### src/rtl/arb_pkg.sv
// Shared types and widths for the two-slave burst scheduler.
package arb_pkg;

  localparam int MODE_W = 2;
  localparam int PROC_W = 8;
  localparam int CNT_W  = 8;

  typedef enum logic [1:0] {
    ST_IDLE  = 2'd0,
    ST_BURST = 2'd1,
    ST_HOLD  = 2'd2
  } state_e;

endpackage

### src/rtl/rr_pick2.sv
// Two-way round-robin pick: a lone requester wins, a tie goes to ptr.
module rr_pick2 (
  input  logic [1:0] req,
  input  logic       ptr,
  output logic       gnt_valid,
  output logic       gnt_id
);

  assign gnt_valid = |req;
  assign gnt_id    = (req == 2'b11) ? ptr : req[1];

endmodule

### src/rtl/slv_burst_scheduler.sv
// Grants one of two slaves a burst of up to BURST_LEN beats and forwards the
// accepted beats, one cycle later, as FIFO writes tagged with their source.
module slv_burst_scheduler
  import arb_pkg::*;
#(
  parameter int DW        = 32,
  parameter int BURST_LEN = 16
) (
  input  logic              clk,
  input  logic              rst_n,
  input  logic [MODE_W-1:0] slv0_mode,
  input  logic              slv0_data_valid,
  input  logic [DW-1:0]     slv0_data,
  input  logic [PROC_W-1:0] slv0_proc_val,
  output logic              slv0_ready,
  input  logic [MODE_W-1:0] slv1_mode,
  input  logic              slv1_data_valid,
  input  logic [DW-1:0]     slv1_data,
  input  logic [PROC_W-1:0] slv1_proc_val,
  output logic              slv1_ready,
  input  logic              fifo_full,
  input  logic              mstr0_cmplt,
  output logic              slvx_data_valid,
  output logic [DW-1:0]     slvx_data,
  output logic [PROC_W-1:0] slvx_proc_val,
  output logic [MODE_W-1:0] slvx_mode,
  output logic              data_source,
  output logic              burst_done
);

  localparam logic [CNT_W-1:0] LP_LEN = CNT_W'(BURST_LEN);

  state_e            r_state, w_state_nxt;
  logic              r_rr_ptr, w_rr_ptr_nxt;
  logic [CNT_W-1:0]  r_beat_cnt, w_beat_cnt_nxt;
  logic              r_grant_id, w_grant_id_nxt;
  logic [MODE_W-1:0] r_grant_mode, w_grant_mode_nxt;

  logic              w_gnt_valid, w_gnt_id;
  logic [MODE_W-1:0] w_gmode_now;
  logic              w_gvalid_now;
  logic              w_can_xfer, w_accept, w_end_burst;
  logic [CNT_W-1:0]  w_cnt_inc;

  rr_pick2 u_rr_pick2 (
    .req       ({slv1_mode != '0, slv0_mode != '0}),
    .ptr       (r_rr_ptr),
    .gnt_valid (w_gnt_valid),
    .gnt_id    (w_gnt_id)
  );

  assign w_gmode_now  = r_grant_id ? slv1_mode : slv0_mode;
  assign w_gvalid_now = r_grant_id ? slv1_data_valid : slv0_data_valid;
  assign w_cnt_inc    = r_beat_cnt + 1'b1;

  // A granted slave that has dropped its request is never handed a ready,
  // so a beat offered while mode reads 0 is not acknowledged.
  assign w_can_xfer = rst_n && (r_state == ST_BURST) && !fifo_full &&
                      !mstr0_cmplt && (w_gmode_now != '0);
  assign w_accept   = w_can_xfer && w_gvalid_now;
  assign slv0_ready = w_can_xfer && !r_grant_id;
  assign slv1_ready = w_can_xfer &&  r_grant_id;

  always_ff @(posedge clk) begin
    if (!rst_n) begin
      r_state      <= ST_IDLE;
      r_rr_ptr     <= 1'b0;
      r_beat_cnt   <= '0;
      r_grant_id   <= 1'b0;
      r_grant_mode <= '0;
    end else begin
      r_state      <= w_state_nxt;
      r_rr_ptr     <= w_rr_ptr_nxt;
      r_beat_cnt   <= w_beat_cnt_nxt;
      r_grant_id   <= w_grant_id_nxt;
      r_grant_mode <= w_grant_mode_nxt;
    end
  end

  always_comb begin
    w_state_nxt      = r_state;
    w_rr_ptr_nxt     = r_rr_ptr;
    w_beat_cnt_nxt   = r_beat_cnt;
    w_grant_id_nxt   = r_grant_id;
    w_grant_mode_nxt = r_grant_mode;
    w_end_burst      = 1'b0;
    case (r_state)
      ST_IDLE: begin
        if (w_gnt_valid && !fifo_full && !mstr0_cmplt) begin
          w_state_nxt      = ST_BURST;
          w_beat_cnt_nxt   = '0;
          w_grant_id_nxt   = w_gnt_id;
          w_grant_mode_nxt = w_gnt_id ? slv1_mode : slv0_mode;
        end
      end
      ST_BURST: begin
        if (w_gmode_now == '0) begin
          w_end_burst = 1'b1;
        end else if (mstr0_cmplt) begin
          w_state_nxt = ST_HOLD;
        end else if (w_accept) begin
          w_beat_cnt_nxt = w_cnt_inc;
          if (w_cnt_inc == LP_LEN) w_end_burst = 1'b1;
        end
      end
      ST_HOLD: begin
        if (w_gmode_now == '0) begin
          w_end_burst = 1'b1;
        end else if (!mstr0_cmplt) begin
          w_state_nxt = ST_BURST;
        end
      end
      default: w_state_nxt = ST_IDLE;
    endcase
    if (w_end_burst) begin
      w_state_nxt  = ST_IDLE;
      w_rr_ptr_nxt = ~r_grant_id;
    end
  end

  always_ff @(posedge clk) begin
    if (!rst_n) begin
      slvx_data_valid <= 1'b0;
      slvx_data       <= '0;
      slvx_proc_val   <= '0;
      slvx_mode       <= '0;
      data_source     <= 1'b0;
      burst_done      <= 1'b0;
    end else begin
      slvx_data_valid <= w_accept;
      burst_done      <= w_end_burst;
      // Data path holds its last beat between writes.
      if (w_accept) begin
        slvx_data     <= r_grant_id ? slv1_data : slv0_data;
        slvx_proc_val <= r_grant_id ? slv1_proc_val : slv0_proc_val;
        slvx_mode     <= r_grant_mode;
        data_source   <= r_grant_id;
      end
    end
  end

endmodule

### config.mk
export PLATFORM = sky130hd
export DESIGN_NAME = slv_burst_scheduler
export DESIGN_NICKNAME = d
export VERILOG_FILES = /design/src/rtl/arb_pkg.sv /design/src/rtl/rr_pick2.sv /design/src/rtl/slv_burst_scheduler.sv
export SDC_FILE = /design/constraint.sdc
export NUM_CORES = 1
export LEC_CHECK = 0
export ABC_AREA = 1
export CORE_MARGIN = 4
export CORE_UTILIZATION = 42
export CTS_BUF_LIST = sky130_fd_sc_hd__clkbuf_2
export DETAILED_ROUTE_END_ITERATION = 16
export MAX_ROUTING_LAYER = met4
export PLACE_DENSITY = 0.8
export SETUP_SLACK_MARGIN = 0.3
export SLEW_MARGIN = 20
export SYNTH_ARGS = -nofsm -noshare
export SYNTH_HDL_FRONTEND = slang
export SYNTH_SLANG_ARGS = --single-unit
export TNS_END_PERCENT = 100
### constraint.sdc
create_clock -name clk -period 1.8 [get_ports clk]
set_input_delay 0.27 -clock clk [delete_from_list [all_inputs] [get_ports clk]]
set_output_delay 0.27 -clock clk [all_outputs]
set_load 0.01 [all_outputs]
==> impl_results.md <==
* Synth Area in Simple Gates at approximately a quarter
* CTS tree: built
* Num CTS Buffers at 9
* Diode count at 0
* Power per cell area at about 800 nW/um^2
* Largest family of logic cells by synthesized area: simple AND/OR/NAND/NOR gates
* XOR/XNOR share of the synthesized area at 0%
* Initial DRC count at approximately 270
* Nets@finish at approximately 660
* Worst VDD drop at 0.5661 mV
* Least-Margin Pin Slew at ~0.50 ns
* Cell internal pwr at 2.422 mW
* Hold Vio Cnt, Final at 0
* Worst rel slew slack at 66.97%
* Commonest non-fill, non-tap cell in the layout: nand2_1
* Mapped Avg Cell Area at between 7 and 8 sq um
* HP Class: input pin to flip-flop
* Maximum number of pins on one net before global-route repair at 50
* Crit Path Class: flip-flop to output port
* Synth Area in Compound Gates at a little under a quarter
* Final min period at 1.782 ns
* Top-Level Pins at about 140
* Antenna violations before repair at 0
* Post-synthesis mux area share at 0%
* Clk slew on worst S/H paths at 0.16 ns
* CP Launch Type: flip-flop
* Share of layout cells above drive strength 1 at between 20% and 30%
* Status: finished, final reports clean
* Adder-cell share of the synthesized area at under 10%
* Die height at between 80 and 90 microns
* DR WL/cell at around 18 microns
* Fin cells at 643
* CP Capture Type: output port
* Max Slew Vio Count at 0
* Congestion Overflow GR at 0
* Hpwl dp at 6.325 mm
* Clock share of power at 16.5%
* # DRC at 0
* Hold_ws at just over 0.3 ns
* P_sw at between 1.5 and 2 mW
* Synth Warn # at 0
* Initial core utilization at between 40% and 50%
* Post-Syn Area at 2796 sq um
* Flop pwr share at about two fifths
* Final setup vio count at 0
* Routed vias/inst at between 5 and 6
* CTS root buffer: clkbuf_2
* Max-Cap Viols at 0
* First-pass GRT wire length at 15.57 mm
* Syn-to-layout area delta at 81.12%
* # H-tree levels at 3
* Total via count in the routed design at roughly 3,600
* Leak pwr at between 2 and 2.5 nW
* Die width at roughly 90 microns
* Vias in the first global route at approximately 3,400
* I/O Buffers at between 100 and 150
* Count of cell types in the netlist at 29
* Clock tree buffer depth at 2
* Post-Route WL at 11.41 mm
* Post-CTS Hold Buffers at 0
* Post-synth top area share at between 40 and 50%
* Syn Inst Count at around 390
* Most frequent cells in the layout: nand2_1, clkdlybuf4s50_1, dfxtp_1
* Crit share post-route at a little over nine tenths
* Largest area contributor in the netlist: dfxtp_1
* Seq cells post-synth at a little under 60
* Die area at 8027 sq um
* Core Box Area at about 6400 sq um
* Combinational Power Share at 44.8%
* Seq/Total Area, Yosys at approximately 42%
* RSZ-0062 raised after global routing: true
* CP required at about 1.5 ns
* Syn_nets at about 480
* Core Rows at 29
* Sw frac at 38.87%
* GPL Wtd Cong at about 0.9
* WP data arrival at 1.51 ns
* Clk_lat worst skew at about 0.50 ns
* GRT Resource Usage Total at between 20% and 30%
* CTS Sinks at 59
* Top cells by area, synth: dfxtp_1, nand2_1, a31oi_1
* DRT Pass-1 Iters at 5
* Antenna-violating nets left at 0
* Setup Skew at just under 0.02 ns
* Maximum fanout along the worst path at 2
* Cell count after placement at 597
* Achievable clock frequency at 561.2 MHz
[worst max-delay path: stages, from the launching register on]
cell     delay, ns
dfxtp_2       0.35
inv_2         0.07
ha_4          0.14
nand2_4       0.06
nor2_4        0.09
nand2_2       0.07
nor2_1        0.10
buf_2         0.14
[cell families after synthesis]
logic type | count (synthesis)
simple gates | 161
buf+inv | 46
flops | 59
compound gates | 112
fa+ha+maj | 7
[layer usage]
| metal | part of all wire (%) | global-route usage (%) |
|---|---|---|
| met4 | 3.3 | 7.172 |
| met5 | 0 | - |
| met2 | 50 | 43.48 |
| met3 | 9.7 | 9.763 |
| met1 | 37 | 29.65 |
[synth_stat cells]
master and instances:
nand3_1 11, nor2_2 1, buf_4 1, a211oi_1 2, ha_1 7, nand3b_1 1, o21bai_1 1, o211a_1 1
nand4_1 3, o21ai_1 30, buf_6 6, clkinv_1 1, nand2_2 2, nand3_4 1, buf_2 7, dfxtp_1 59
nor2_4 1, a31oi_1 40, nand2_1 120, o21ai_2 1, nor2_1 21, inv_1 18, inv_4 1, a21oi_1 16
o21ai_0 19, o211ai_1 1, inv_2 1, a211oi_2 1, clkbuf_1 11
[power by group through the flow]
| stage | clock network (mW) | registers, mW | logic (mW) |
|---|---|---|---|
| 2_1_floorplan | 0 | 1.53 | 0.703 |
| 3_3_place_gp | 0 | 1.53 | 1.15 |
| 3_5_place_dp | 0 | 1.54 | 1.19 |
| 4_1_cts | 0.642 | 1.51 | 1.45 |
| 5_1_grt | 0.720 | 1.55 | 1.91 |
| 6_report | 0.653 | 1.53 | 1.78 |
[layout make-up]
cell class                      count  area [sq um]
Inverter                           21         93.84
Tap cell                           77         96.34
Multi-Input combinational cell    280          1605
Sequential cell                    59          1202
Clock inverter                      4         18.77
Timing Repair Buffer              191          1993
Fill cell                         413          1358
Clock buffer                       11         55.05
[registers in the layout, summed over array words and instances, names as in the netlist]
| name | cells |
|---|---|
| burst_done | 1 |
| r_beat_cnt | 8 |
| slvx_data | 32 |
| r_state | 2 |
| slvx_data_valid | 1 |
| r_rr_ptr | 1 |
| slvx_proc_val | 8 |
| slvx_mode | 2 |
| r_grant_mode | 2 |
| r_grant_id | 1 |
| data_source | 1 |
[worst paths after layout]
path,end,cells after the start,slack [ns],from
setup reg to reg,slvx_proc_val[1],12,0.07,r_state[1]
hold / removal,slvx_data[16],3,0.30,slv1_data[16]
hold reg to reg,slvx_mode[1],2,0.47,r_grant_mode[1]
setup / recovery,slv0_ready,7,0.02,r_state[1]
[per-stage QoR]
step           utilization [%]  TNS (ns)  cell area, sq um  total power [mW]  setup WS (ns)
5_1_grt                  78.86   -0.1765              5065             4.174       -0.05701
3_5_place_dp             66.94    -3.330              4299             2.724        -0.2141
2_1_floorplan                -         0              2804             2.235         0.3071
6_report                 78.86         0              5065             3.962        0.01801
4_1_cts                  74.40         0              4778             3.606        0.01635
3_3_place_gp             66.94    -2.606              4299             2.678        -0.2088
[timing repair]
action | 4_1_cts | 5_1_grt
cloned | 6 | 3
setup endpoints to repair | 101 | 79
setup buffers | 16 | 6
gates resized for setup | 95 | 65
pin swaps | 11 | 7
(Power assumes the default switching activity.)
